File: config.mk
export PLATFORM = sky130hd
export DESIGN_NAME = procyon_ifq
export DESIGN_NICKNAME = d
export VERILOG_FILES = /design/src/rtl/procyon_ifq.sv
export SDC_FILE = /design/constraint.sdc
export NUM_CORES = 1
export LEC_CHECK = 0
export ABC_AREA = 0
export CAP_MARGIN = 20
export CORE_AREA = 2 2 195 197
export CTS_CLUSTER_SIZE = 28
export DETAILED_ROUTE_END_ITERATION = 8
export DIE_AREA = 0 0 197 199
export PLACE_DENSITY = 0.71
export RECOVER_POWER = 100
export REMOVE_ABC_BUFFERS = 1
export SLEW_MARGIN = 15
export SYNTH_ARGS = -nofsm -noshare
export SYNTH_HDL_FRONTEND = slang
export SYNTH_SLANG_ARGS = --single-unit
File: constraint.sdc
create_clock -name clk -period 2.6 [get_ports clk]
set_input_delay 0.39 -clock clk [delete_from_list [all_inputs] [get_ports clk]]
set_output_delay 0.39 -clock clk [all_outputs]
set_load 0.1 [all_outputs]
File: src/rtl/procyon_ifq.sv
// rtl/procyon_ifq.sv - instruction fetch queue for the icache miss path
// Deduplicated line-miss FIFO, one outstanding line read, multi-beat assembly and one-cycle fill.
module procyon_ifq #(
  parameter int OPTN_ADDR_WIDTH     = 32,
  parameter int OPTN_IFQ_DEPTH      = 2,
  parameter int OPTN_IC_LINE_SIZE   = 32,
  parameter int OPTN_MEM_DATA_WIDTH = 64,
  parameter int IC_LINE_WIDTH       = OPTN_IC_LINE_SIZE * 8
) (
  input  logic                           clk,
  input  logic                           n_rst,
  input  logic                           i_ifq_alloc_en,
  input  logic [OPTN_ADDR_WIDTH-1:0]     i_ifq_alloc_addr,
  output logic                           o_ifq_full,
  output logic                           o_ifq_fill_en,
  output logic [OPTN_ADDR_WIDTH-1:0]     o_ifq_fill_addr,
  output logic [IC_LINE_WIDTH-1:0]       o_ifq_fill_data,
  output logic                           o_mem_req_en,
  output logic [OPTN_ADDR_WIDTH-1:0]     o_mem_req_addr,
  input  logic                           i_mem_req_ack,
  input  logic                           i_mem_rsp_valid,
  input  logic [OPTN_MEM_DATA_WIDTH-1:0] i_mem_rsp_data
);

  localparam int BEATS  = IC_LINE_WIDTH / OPTN_MEM_DATA_WIDTH;
  localparam int BEAT_W = (BEATS > 1) ? $clog2(BEATS) : 1;
  localparam int PTR_W  = (OPTN_IFQ_DEPTH > 1) ? $clog2(OPTN_IFQ_DEPTH) : 1;
  localparam int CNT_W  = $clog2(OPTN_IFQ_DEPTH + 1);

  localparam logic [BEAT_W-1:0]          LAST_BEAT = BEAT_W'(BEATS - 1);
  localparam logic [PTR_W-1:0]           LAST_PTR  = PTR_W'(OPTN_IFQ_DEPTH - 1);
  localparam logic [CNT_W-1:0]           DEPTH_CNT = CNT_W'(OPTN_IFQ_DEPTH);
  localparam logic [OPTN_ADDR_WIDTH-1:0] LINE_MASK = ~(OPTN_ADDR_WIDTH'(OPTN_IC_LINE_SIZE - 1));

  localparam logic [1:0] S_IDLE  = 2'd0;
  localparam logic [1:0] S_REQ   = 2'd1;
  localparam logic [1:0] S_BEATS = 2'd2;
  localparam logic [1:0] S_FILL  = 2'd3;

  logic [OPTN_ADDR_WIDTH-1:0] entry_addr [OPTN_IFQ_DEPTH];
  logic [OPTN_IFQ_DEPTH-1:0]  entry_valid;
  logic [PTR_W-1:0]           head;
  logic [PTR_W-1:0]           tail;
  logic [CNT_W-1:0]           count;
  logic [1:0]                 state;
  logic [BEAT_W-1:0]          beat_cnt;
  logic [IC_LINE_WIDTH-1:0]   line_q;

  logic [OPTN_ADDR_WIDTH-1:0] alloc_line;
  logic                       alloc_match;
  logic                       alloc_ok;
  logic                       pop;
  logic                       beat_fire;

  assign alloc_line = i_ifq_alloc_addr & LINE_MASK;
  assign pop        = (state == S_FILL);
  assign beat_fire  = (state == S_BEATS) && i_mem_rsp_valid;
  assign alloc_ok   = i_ifq_alloc_en && !o_ifq_full && !alloc_match;

  // Dedup looks at every valid entry, including the head currently being served.
  always_comb begin
    alloc_match = 1'b0;
    for (int i = 0; i < OPTN_IFQ_DEPTH; i++) begin
      if (entry_valid[i] && (entry_addr[i] == alloc_line)) begin
        alloc_match = 1'b1;
      end
    end
  end

  always_ff @(posedge clk or posedge n_rst) begin
    if (n_rst) begin
      entry_valid <= '0;
      head        <= '0;
      tail        <= '0;
      count       <= '0;
    end else begin
      if (pop) begin
        entry_valid[head] <= 1'b0;
        head              <= (head == LAST_PTR) ? '0 : head + 1'b1;
      end
      if (alloc_ok) begin
        entry_valid[tail] <= 1'b1;
        tail              <= (tail == LAST_PTR) ? '0 : tail + 1'b1;
      end
      if (alloc_ok && !pop) begin
        count <= count + 1'b1;
      end else if (!alloc_ok && pop) begin
        count <= count - 1'b1;
      end
    end
  end

  always_ff @(posedge clk) begin
    if (alloc_ok) begin
      entry_addr[tail] <= alloc_line;
    end
    if (beat_fire) begin
      line_q[beat_cnt*OPTN_MEM_DATA_WIDTH +: OPTN_MEM_DATA_WIDTH] <= i_mem_rsp_data;
    end
  end

  always_ff @(posedge clk or posedge n_rst) begin
    if (n_rst) begin
      state    <= S_IDLE;
      beat_cnt <= '0;
    end else begin
      case (state)
        S_IDLE: begin
          if (count != '0) begin
            state <= S_REQ;
          end
        end
        S_REQ: begin
          if (i_mem_req_ack) begin
            state    <= S_BEATS;
            beat_cnt <= '0;
          end
        end
        S_BEATS: begin
          if (i_mem_rsp_valid) begin
            beat_cnt <= beat_cnt + 1'b1;
            if (beat_cnt == LAST_BEAT) begin
              state <= S_FILL;
            end
          end
        end
        default: begin
          state <= S_IDLE;
        end
      endcase
    end
  end

  // Outputs decode registered state only, and are zeroed outside their active state.
  assign o_ifq_full      = (count == DEPTH_CNT);
  assign o_mem_req_en    = (state == S_REQ);
  assign o_mem_req_addr  = o_mem_req_en ? entry_addr[head] : '0;
  assign o_ifq_fill_en   = pop;
  assign o_ifq_fill_addr = pop ? entry_addr[head] : '0;
  assign o_ifq_fill_data = pop ? line_q : '0;

endmodule

### Yosys cells after proc, flatten, opt, wreduce, memory -nomap -nowiden

Memories as Yosys holds them, arrays and structs flattened.
Cells that the tools add are included.

| operators by class | value |
|---|---|
| add/subtract/negate cells | 6 |
| magnitude comparators | 4 |
| equal/unequal tests | 11 |
| shift operators | 2 |
| mux-type cells | 26 |
| bitwise operators | 3 |
| reduce and logical (&&, ||, !) cells | 19 |

Operators with widths:

| kind | count |
|---|---|
| $bwmux 256 | 1 |
| $mux 256 | 1 |
| $shift 64x34->256 const A | 1 |
| $shiftx 64x34->256 | 1 |
| $eq 32x32->1 | 2 |
| $mux 32 | 2 |
| $neg 8->34 | 1 |
| $mux 2 | 10 |
| $logic_and 1x1->1 | 9 |
| $eq 2x2->1 const B | 4 |
| $mux 1 | 8 |
| $pmux 2 s3 | 1 |
| $reduce_bool 2->1 | 3 |
| $add 2x1->2 const B | 2 |
| $logic_not 1->1 | 4 |
| $lt 1x2->1 const B | 2 |
| $ne 2x1->1 const B | 2 |
| $ne 2x2->1 const B | 2 |
| $pmux 2 s2 | 1 |
| $reduce_and 4->1 | 1 |
| $reduce_and 3->1 | 1 |
| $add 1x1->1 const B | 2 |
| $and 2x2->2 | 1 |
| $demux 1 s1 | 2 |
| other kinds (6) | 7 |

| storage, ports and cells | value |
|---|---|
| bits in registers | 266 |
| memory bits (writable) | 54 |
| bits of input ports | 101 |
| output and inout port bits | 323 |
| word-level logic and storage cells | 79 |
| memories kept | 1 |

Memory list:

| memory | words | width | read ports | clocked after Yosys merged registers in | wr ports | line | RTL |
|---|---|---|---|---|---|---|---|
| entry_addr | 2 | 27 | 3 | 0 | 1 | 40 | `logic [OPTN_ADDR_WIDTH-1:0] entry_addr [OPTN_IFQ_DEPTH];` |

### Logic depth before layout (Yosys ltp)

Gate-level depths: netlist (run 1).
An unclocked memory read counts as a cell.

| depth | value |
|---|---|
| depth after elaboration | 11 |
| gate-level depth with buffers | 10 |
| depth with buffers taken out | 10 |

### Worst setup path after synthesis (run 1)

No wires, ideal clock.

| timing | value |
|---|---|
| path kind | flip-flop to output port |
| start point | register state[0] |
| end point | output port o_ifq_fill_addr[12] |
| arrival | 3201 ps |
| required time | 2210 ps |
| setup slack | -991 ps |
| stages on the path, launching flop included | 7 |
| cell sequence | dfrtp_1 ha_1 clkbuf_1 inv_1 clkbuf_1 buf_1 nor2_1 |

| between the ends | value |
|---|---|
| word-level cells in the longest chain between the ends | 2 |

Ends and longest elaborated chain:

| what | line | RTL |
|---|---|---|
| from (decl) | 45 | `logic [1:0] state;` |
| from (signal assigned) | 104 | `state <= S_IDLE;` |
| from (signal assigned) | 110 | `state <= S_REQ;` |
| from (signal assigned) | 115 | `state <= S_BEATS;` |
| $eq 2x2->1 | 56 | `assign pop = (state == S_FILL);` |
| via o_ifq_fill_en | 15 | `output logic o_ifq_fill_en,` |
| $mux 32 | 139 | `assign o_ifq_fill_addr = pop ? entry_addr[head] : '0;` |
| to (decl) | 16 | `output logic [OPTN_ADDR_WIDTH-1:0] o_ifq_fill_addr,` |

The timed path passes the listed nets, and every way through them passes these cells.

### Final worst setup path (run 1)

| timing | value |
|---|---|
| start point | register state[1] |
| end point | output port o_mem_req_addr[29] |

| between the ends | value |
|---|---|
| word-level cells in the longest chain between the ends | 2 |

Ends and longest elaborated chain:

| what | line | RTL |
|---|---|---|
| $eq 2x1->1 | 136 | `assign o_mem_req_en = (state == S_REQ);` |
| $mux 32 | 137 | `assign o_mem_req_addr = o_mem_req_en ? entry_addr[head] : '0;` |
| to (decl) | 19 | `output logic [OPTN_ADDR_WIDTH-1:0] o_mem_req_addr,` |

Every way passes these cells.

==> flow_metrics.env, run 1 <==
export IMPL_status="finished, final reports clean"
export IMPL_die_h_um=199
export IMPL_clock_sinks=320
export IMPL_port_buffers=408
export IMPL_reg2reg_slack_ns=0.22
export IMPL_antenna_found_initial=6
export IMPL_grt_pass1_vias=10100
export IMPL_ant_nets=0
export IMPL_rsz0062_at_grt="false"
export IMPL_overflow=0
export IMPL_cts_buffers=35
export IMPL_cp_slowest_cell="dfrtp_1"
export IMPL_cts_hold_buf=0
export IMPL_core_area_sq_um=37100
export IMPL_ys_warn_count=0
export IMPL_holdCritPathClass="in2async"
export IMPL_clock_latency_ns=0.52
export IMPL_setup_ws_ns=0.102
export IMPL_skew_ns=0.0234
export IMPL_place_congestion=0.842
export IMPL_finalHoldWorstSlack_ns=0.342
export IMPL_async_reset_ff_frac=0.0313
export IMPL_power_mw=28.2
export IMPL_syn_area_sq_um=14700
export IMPL_die_area_sq_um=39200
export IMPL_drtIter0Drc=418
export IMPL_setup_viol=0
export IMPL_post_place_ws_ns=-0.112
export IMPL_grt_pass1_wl_um=62400
export IMPL_crit_path_max_incr_delay_ns=0.45
export IMPL_cts_max_level=2
export IMPL_wire_per_inst_um=20.6
export IMPL_start_util=0.395
export IMPL_stdcell_area_sq_um=22800
export IMPL_yosysTopAreaCell="edfxtp_1"
export IMPL_grt_usage=0.214
export IMPL_critPathRequiredTime_ns=2.21
export IMPL_nets=1657
export IMPL_relSlewSlack=0.455
export IMPL_r2r_start="beat_cnt[0]"
export IMPL_clk_path_buf_depth=3
export IMPL_final_hold_violation_count=0
export IMPL_drtPass1Iterations=6
export IMPL_fmax_ghz=0.400
export IMPL_endpoint_kind="output port"
export IMPL_final_common_cell="and2_0"
export IMPL_ys_seq_area_frac=0.652
export IMPL_place_area_sq_um=22700
export IMPL_cts_root_buf="clkbuf_16"
export IMPL_syn_area_per_cell_sq_um=13.1
export IMPL_maxCapViolCount=0
export IMPL_drive_above_1_share=0.258
export IMPL_post_route_period_util=0.961
export IMPL_drt_total_wl_um=42000
export IMPL_min_period_ns=2.50
export IMPL_tritoncts="built"
export IMPL_num_vias=9784
export IMPL_ys_ff_latch=320
export IMPL_num_rows=71
export IMPL_ios=424
export IMPL_grt_max_degree=80
export IMPL_drv_slew=0
export IMPL_final_cell_mix="and2_0 (342), edfxtp_1 (310), buf_12 (255), and2_1 (170), clkdlybuf4s50_1 (67)"
export IMPL_synth_top_area_share=0.635
export IMPL_clk_pin_slew_ns=0.06
export IMPL_synth_edf_count=310
export IMPL_r2r_end="line_q[114]"
export IMPL_syn2layout_area_growth_pct=55.8
export IMPL_timing_critical_path_fanout_max=30
export IMPL_crit_chain="inv_1 -> ha_1 -> buf_4 -> nor2b_1 -> clkbuf_4"
export IMPL_die_x_um=197
export IMPL_cp_data_arrival_time_ns=2.11
export IMPL_synthTopCellsByArea="edfxtp_1 (63%), and2_1 (22%), xnor2_1 (2.0%), mux2i_1 (1.9%), dfrtp_1 (1.7%)"
export IMPL_powerDensity_nw_per_um2=1230
export IMPL_crit_type="reg2out"
export IMPL_post_cts_resized=0
export IMPL_drc=0
export IMPL_routed_via_density=4.78
export IMPL_synthFlopType="edfxtp_1"
export IMPL_worstMarginPinSlew_ns=0.817
export IMPL_crit_path_start_kind="register"
export IMPL_rr_worst_depth=5
export IMPL_synthCells=1119
export IMPL_dp_hpwl_um=29900
export IMPL_synth_distinct_cells=31
export IMPL_peakVddDrop_v=0.000786
export IMPL_p_leak_nw=8.42
## power breakdown
group	switching (mW)	leakage [nW]	internal, mW	total (mW)
clock	1.94	0.535	2.82	4.75
sequential	0.251	3.04	6.51	6.76
combinational	11.8	4.85	4.90	16.7
total	14.0	8.42	14.2	28.2
## kinds of logic after synthesis
logic type | after synthesis | share of synthesized area
and+or+nand+nor | 605 | 0.254
DFF | 320 | 0.652
buffers and inverters | 81 | 0.0236
xor gates and xnor gates | 59 | 0.0352
muxes | 28 | 0.0191
AOI/OAI and AO/OA | 13 | 0.00555
adders and majority gates | 12 | 0.0102
other | 1 | 0.000256
## registers in the layout, summed over array words and instances (netlist names)
name / flops
line_q: 256
tail: 1
entry_valid: 2
beat_cnt: 2
head: 1
entry_addr: 54
count: 2
state: 2
## cell usage after synthesis, types with 2 or more instances
cell type    n
and2_1     512
edfxtp_1   310
clkbuf_1    59
xnor2_1     33
nor2_1      31
mux2i_1     28
nor2b_1     27
xor2_1      26
ha_1        12
buf_4       10
dfrtp_1     10
nand4_1      9
nor4_1       8
inv_1        7
o21ai_0      7
nand2_1      6
and3_1       4
buf_2        3
nor3b_2      3
a22o_1       2
nand3_1      2
## layer usage
metal  track usage  wire (um)  vias up
met3        0.0775       4080       67
met4        0.0730       1270        4
met1         0.247      15500     4743
li1              -          -     4573
met2         0.369      21100      397
met5             0         26        -
## worst max-delay path: cells and delay by family (launching register included)
kind                     cells  cell delay [ns]
AND/OR/NAND/NOR              1             0.21
buffers and inverters        3             0.75
flip-flops                   1             0.45
adder cells (fa/ha/maj)      1             0.16
## repair_timing
action | 4_1_cts | 5_1_grt
setup buffers | 6 | 0
setup endpoints to repair | 128 | 0
hold endpoints to repair | 0 | 0
## how the worst max path moves through the flow
| stage | slack (ns) | cells past startpoint | startpoint | endpoint |
|---|---|---|---|---|
| after floorplan | -4.82 | 3 | state[0] | o_ifq_fill_addr[10] |
| after detailed placement | -0.11 | 10 | i_ifq_alloc_addr[12] | count[1] |
| after global routing | 0.02 | 5 | state[1] | o_ifq_fill_data[213] |
| final | 0.10 | 5 | state[1] | o_mem_req_addr[29] |
| after global placement | -0.07 | 11 | i_ifq_alloc_addr[12] | count[1] |
| after CTS | 0.10 | 5 | state[1] | o_mem_req_addr[17] |
## layout make-up
| type | instances | area [sq um] |
|---|---|---|
| inverter | 8 | 30.0 |
| clock buffer | 45 | 966 |
| sequential | 320 | 9560 |
| multi-input combinational | 727 | 4780 |
| timing repair buffer | 452 | 6780 |
| tap | 474 | 593 |
| antenna | 3 | 7.51 |
| fill | 2767 | 14300 |
| clock inverter | 16 | 129 |
## through the flow
step | util | cells | setup TNS, ns
2_1_floorplan | - | 1055 | -882.14
3_3_place_gp | 0.611 | 1975 | -0.0720
3_5_place_dp | 0.611 | 1975 | -0.187
4_1_cts | 0.643 | 2042 | 0
5_1_grt | 0.615 | 2044 | 0
6_report | 0.615 | 2045 | 0
(Power assumes the default switching activity.)
==> run 2, diff against run 1 <==
--- a/config.mk
+++ b/config.mk
@@ -6,11 +6,12 @@
 export NUM_CORES = 1
 export LEC_CHECK = 0
 export ABC_AREA = 0
+export ABC_CLOCK_PERIOD_IN_PS = 2600
 export CAP_MARGIN = 20
-export CORE_AREA = 2 2 195 197
-export CTS_CLUSTER_SIZE = 28
+export CORE_AREA = 2 2 251 154
+export CTS_CLUSTER_SIZE = 16
 export DETAILED_ROUTE_END_ITERATION = 8
-export DIE_AREA = 0 0 197 199
+export DIE_AREA = 0 0 253 156
 export PLACE_DENSITY = 0.71
 export RECOVER_POWER = 100
 export REMOVE_ABC_BUFFERS = 1
==> run 2 against run 1 <==
Register-to-register slack worse by 0.07 ns. Sequential power is essentially flat. Combinational power grew 9%. Non-clock buffer count rose by 11. Total power is 3.6% higher. Clock power shrank 10%. Setup slack got worse by 0.036 ns. Via count up 1.7%. Global-route usage up 0.74 points. Utilization grew 2.3 points.
==> flow_metrics.env, run 2 (synthesis results as in run 1) <==
export IMPL_status="finished, final reports clean"
export IMPL_final_hold_violation_count=0
export IMPL_setup_ws_ns=0.0660
export IMPL_min_period_ns=2.53
export IMPL_die_area_sq_um=39500
export IMPL_antenna_found_initial=1
export IMPL_cts_hold_buf=0
export IMPL_overflow=0
export IMPL_routed_via_density=4.83
export IMPL_p_leak_nw=8.88
export IMPL_num_vias=9954
export IMPL_drtPass1Iterations=5
export IMPL_place_area_sq_um=22800
export IMPL_tritoncts="built"
export IMPL_core_area_sq_um=37200
export IMPL_port_buffers=408
export IMPL_post_route_period_util=0.975
export IMPL_stdcell_area_sq_um=23700
export IMPL_reg2reg_slack_ns=0.15
export IMPL_grt_pass1_wl_um=65700
export IMPL_ios=424
export IMPL_reg_top3="line_q (256), entry_addr (54)"
export IMPL_drive_above_1_share=0.274
export IMPL_drv_slew=0
export IMPL_post_place_ws_ns=-0.293
export IMPL_regMostFlops="line_q"
export IMPL_critPathRequiredTime_ns=2.21
export IMPL_grt_max_degree=65
export IMPL_skew_ns=0.0167
export IMPL_worstMarginPinSlew_ns=0.820
export IMPL_drt_total_wl_um=44700
export IMPL_crit_path_start_kind="register"
export IMPL_post_place_cells=1994
export IMPL_dp_hpwl_um=29800
export IMPL_clk_pin_slew_ns=0.06
export IMPL_r2r_start="state[0]"
export IMPL_cp_data_arrival_time_ns=2.14
export IMPL_fmax_ghz=0.395
export IMPL_wire_per_inst_um=21.7
export IMPL_syn2layout_area_growth_pct=61.9
export IMPL_maxCapViolCount=0
export IMPL_largest_reg_flops=256
export IMPL_cts_max_level=1
export IMPL_clock_sinks=320
export IMPL_rsz0062_at_grt="true"
export IMPL_timing_critical_path_fanout_max=16
export IMPL_grt_pass1_vias=10300
export IMPL_nets=1665
export IMPL_cts_buffers=31
export IMPL_relSlewSlack=0.453
export IMPL_drtIter0Drc=533
export IMPL_crit_type="reg2out"
export IMPL_final_cells=2059
export IMPL_grt_usage=0.222
export IMPL_startpoint="state[1]"
export IMPL_die_x_um=253
export IMPL_cts_root_buf="clkbuf_16"
export IMPL_num_rows=55
export IMPL_powerDensity_nw_per_um2=1230
export IMPL_die_h_um=156
export IMPL_start_util=0.395
export IMPL_final_common_cell="and2_1"
export IMPL_drc=0
export IMPL_holdCritPathClass="in2async"
export IMPL_ant_nets=0
export IMPL_setup_viol=0
export IMPL_final_cell_mix="and2_1 (391), buf_12 (315), edfxtp_1 (310), and2_0 (103), clkdlybuf4s50_1 (67)"
export IMPL_clk_path_buf_depth=3
export IMPL_clock_latency_ns=0.57
export IMPL_peakVddDrop_v=0.000837
export IMPL_place_congestion=0.870
export IMPL_endpoint_kind="output port"
## run 2: through the flow
stage / hold WS, ns / utilization / TNS (ns) / total power, mW
after CTS: 0.111 / 0.643 / -1.06 / 29.5
after floorplan: 0.230 / - / -882.14 / 17.5
final: 0.259 / 0.639 / 0 / 29.2
after global placement: 0.477 / 0.613 / -2.33 / 24.7
after global routing: 0.286 / 0.639 / -0.0601 / 30.1
after detailed placement: 0.485 / 0.613 / -1.41 / 24.8
## run 2: cell type report
class / instances / area, sq um
diodes: 1 / 2.50
well taps: 484 / 606
repair buffers: 463 / 7750
multi-input cells: 727 / 4840
clock buffers: 35 / 791
clock inverters: 20 / 134
fillers: 2666 / 13400
flip-flops and latches: 320 / 9560
inverters: 8 / 33.8
repair inverters: 1 / 7.51
## run 2: per-layer routing
layer | part of all wire | GRT usage | vias to the layer above
met1 | 0.43 | 0.295 | 4984
met3 | 0.078 | 0.0644 | 58
li1 | - | - | 4596
met4 | 0.021 | 0.0533 | 0
met2 | 0.47 | 0.358 | 316
met5 | 0 | 0 | -
## run 2: what timing repair did
item	CTS	global route
pin swaps	1	0
resized for setup	7	29
endpoints found under the setup margin	169	155
gates cloned	4	2
setup buffers	2	1
## run 2: report_power, final
group	internal, mW	switching [mW]	total [mW]
Combinational	6.00	12.2	18.2
Sequential	6.51	0.258	6.77
Clock	2.28	1.98	4.26
## run 2: path summary, 6_finish.rpt
path | cells past startpoint | to
setup / recovery | 6 | o_ifq_fill_data[63]
hold / removal | 2 | entry_valid[1]
setup reg to reg | 4 | line_q[124]
hold reg to reg | 1 | entry_valid[1]
max in group asynchronous | 2 | state[1]
min in group clk | 1 | entry_valid[1]
## run 2: critical path, cell delays in order, from the launching register on
cell and delay, ns:
dfrtp_2 0.44, ha_4 0.20, buf_4 0.16, buf_12 0.14
bufbuf_16 0.28, and2_1 0.18, buf_12 0.17
==> run 3, diff against run 2 <==
--- a/config.mk
+++ b/config.mk
@@ -12,6 +12,7 @@
 export CTS_CLUSTER_SIZE = 16
 export DETAILED_ROUTE_END_ITERATION = 8
 export DIE_AREA = 0 0 253 156
+export GPL_TIMING_DRIVEN = 0
 export PLACE_DENSITY = 0.71
 export RECOVER_POWER = 100
 export REMOVE_ABC_BUFFERS = 1
==> run 3 against run 2 <==
Sequential power up 0.6%. First-iteration DRC count up 14%. Final area down 12%. Maximum frequency down 0.17%. Critical path depth up 1. Final cell count up 0.34%. Clock power up 7.0%. Hold slack better by 0.0016 ns.
==> flow_metrics.env, run 3 (synthesis results as in run 1) <==
export IMPL_clk_path_buf_depth=3
export IMPL_port_buffers=408
export IMPL_grt_usage=0.208
export IMPL_num_vias=9934
export IMPL_timing_critical_path_fanout_max=5
export IMPL_p_sw_frac=0.519
export IMPL_peakVddDrop_v=0.000733
export IMPL_worstMarginPinSlew_ns=1.03
export IMPL_relSlewSlack=0.318
export IMPL_critPathRequiredTime_ns=2.21
export IMPL_crit_type="reg2out"
export IMPL_syn2layout_area_growth_pct=42.4
export IMPL_drtPass1Iterations=4
export IMPL_holdCritPathClass="in2async"
export IMPL_endpoint_kind="output port"
export IMPL_overflow=0
export IMPL_cp_data_arrival_time_ns=2.15
export IMPL_r2r_end="count[1]"
export IMPL_cts_max_level=1
export IMPL_drtIter0Drc=607
export IMPL_start_util=0.395
export IMPL_tritoncts="built"
export IMPL_final_common_cell="and2_1"
export IMPL_clock_sinks=320
export IMPL_status="finished, final reports clean"
export IMPL_reg2reg_slack_ns=0.19
export IMPL_startpoint="state[1]"
export IMPL_utilization=0.562
export IMPL_nets=1664
export IMPL_final_cells=2066
export IMPL_wire_per_inst_um=21.4
export IMPL_drive_above_1_share=0.285
export IMPL_regMostFlops="line_q"
export IMPL_drv_slew=0
export IMPL_drc=0
export IMPL_grt_max_degree=67
export IMPL_rr_worst_depth=10
export IMPL_sequentialPowerShare=0.250
export IMPL_fmax_ghz=0.394
export IMPL_antenna_found_initial=5
export IMPL_place_congestion=0.814
export IMPL_power_switching_mw=14.2
export IMPL_p_leak_nw=8.33
export IMPL_core_area_sq_um=37200
export IMPL_crit_end="o_ifq_fill_addr[9]"
export IMPL_cts_hold_buf=0
export IMPL_skew_ns=0.0133
export IMPL_min_period_ns=2.54
export IMPL_clk_pin_slew_ns=0.07
export IMPL_combPwrFrac=0.583
export IMPL_drt_total_wl_um=44300
export IMPL_final_hold_violation_count=0
export IMPL_crit_path_start_kind="register"
export IMPL_powerDensity_nw_per_um2=1310
export IMPL_largest_reg_flops=256
export IMPL_grt_pass1_wl_um=61700
export IMPL_routed_via_density=4.81
export IMPL_die_area_sq_um=39500
export IMPL_dp_hpwl_um=28200
export IMPL_pwr_share_clk=0.167
export IMPL_rsz0062_at_grt="true"
export IMPL_maxCapViolCount=0
export IMPL_ant_nets=0
export IMPL_post_route_period_util=0.976
export IMPL_ios=424
export IMPL_grt_pass1_vias=9759
export IMPL_cts_buffers=31
export IMPL_cts_root_buf="clkbuf_16"
export IMPL_num_rows=55
export IMPL_die_x_um=253
export IMPL_r2r_start="entry_addr[1][12]"
export IMPL_setup_viol=0
export IMPL_die_h_um=156
export IMPL_final_cell_mix="and2_1 (512), edfxtp_1 (310), buf_6 (144), buf_2 (104), clkdlybuf4s50_1 (70)"
export IMPL_p_int_mw=13.1
export IMPL_reg_top3="line_q (256), entry_addr (54)"
export IMPL_clock_latency_ns=0.57
export IMPL_post_place_cells=1969
[run 3: cell count changes in the layout (fill, tap and decap cells not counted), sizes merged]
cell and delta:
clkdlybuf4s18 +16, buf -8, clkinvlp -1, clkdlybuf4s50 +3, clkbuf -21, clkinv -2, bufbuf -1, bufinv +3
dlygate4sd2 +1, clkdlybuf4s15 +11, inv +2, dlygate4sd3 -3, diode +7
[run 3: final cells by class]
| type | instances | area (sq um) |
|---|---|---|
| clock buffers | 35 | 791 |
| fillers | 3054 | 16300 |
| repair buffers | 461 | 4680 |
| flip-flops and latches | 320 | 9570 |
| clock inverters | 21 | 213 |
| diodes | 8 | 20.0 |
| well taps | 484 | 606 |
| repair inverters | 2 | 15.0 |
| multi-input cells | 727 | 4950 |
| inverters | 8 | 33.8 |
[run 3: through the flow]
stage | instance area [sq um] | hold slack (ns) | setup WS [ns] | TNS (ns) | power [mW]
final | 20900 | 0.261 | 0.0616 | 0 | 27.3
after global routing | 20900 | 0.253 | -0.00914 | -0.0421 | 28.1
after CTS | 20400 | 0.0973 | -0.0111 | -0.177 | 26.7
after detailed placement | 19600 | 0.480 | -1.22 | -228.96 | 21.9
after global placement | 19100 | 0.471 | -7.49 | -2523.43 | 17.8
after floorplan | 14400 | 0.230 | -4.82 | -882.14 | 17.5
[run 3: worst max-delay path: stages, from the launching register on]
cell,delay (ns)
dfrtp_2,0.41
ha_4,0.21
buf_8,0.16
buf_12,0.15
clkinvlp_4,0.10
buf_4,0.17
nor2_2,0.17
buf_12,0.20
[run 3: routing by layer]
metal	up-vias	GRT usage	wire length, um
met5	-	0	0
met4	0	0.0502	880
met3	48	0.0624	3210
met2	342	0.328	20400
met1	4936	0.283	19800
li1	4608	-	-
[run 3: worst min-delay path by stage]
| stage | end | cells past startpoint |
|---|---|---|
| finish | head | 2 |
| global route | count[1] | 2 |
| CTS | count[0] | 2 |
| detailed placement | entry_valid[1] | 1 |
| global placement | entry_valid[1] | 1 |
| floorplan | beat_cnt[0] | 1 |
[run 3: timing repair]
item,CTS,global route
gates cloned,3,6
pin swaps,2,4
endpoints found under the setup margin,335,262
resized for setup,1833,83
buffers inserted,12,12
[run 3: power by group through the flow]
| stage | clock [mW] | sequential, mW | combinational [mW] |
|---|---|---|---|
| 2_1_floorplan | 0 | 6.88 | 10.7 |
| 3_3_place_gp | 0 | 6.92 | 10.9 |
| 3_5_place_dp | 0 | 6.91 | 15.0 |
| 4_1_cts | 4.63 | 6.80 | 15.3 |
| 5_1_grt | 4.82 | 6.86 | 16.5 |
| 6_report | 4.56 | 6.81 | 15.9 |
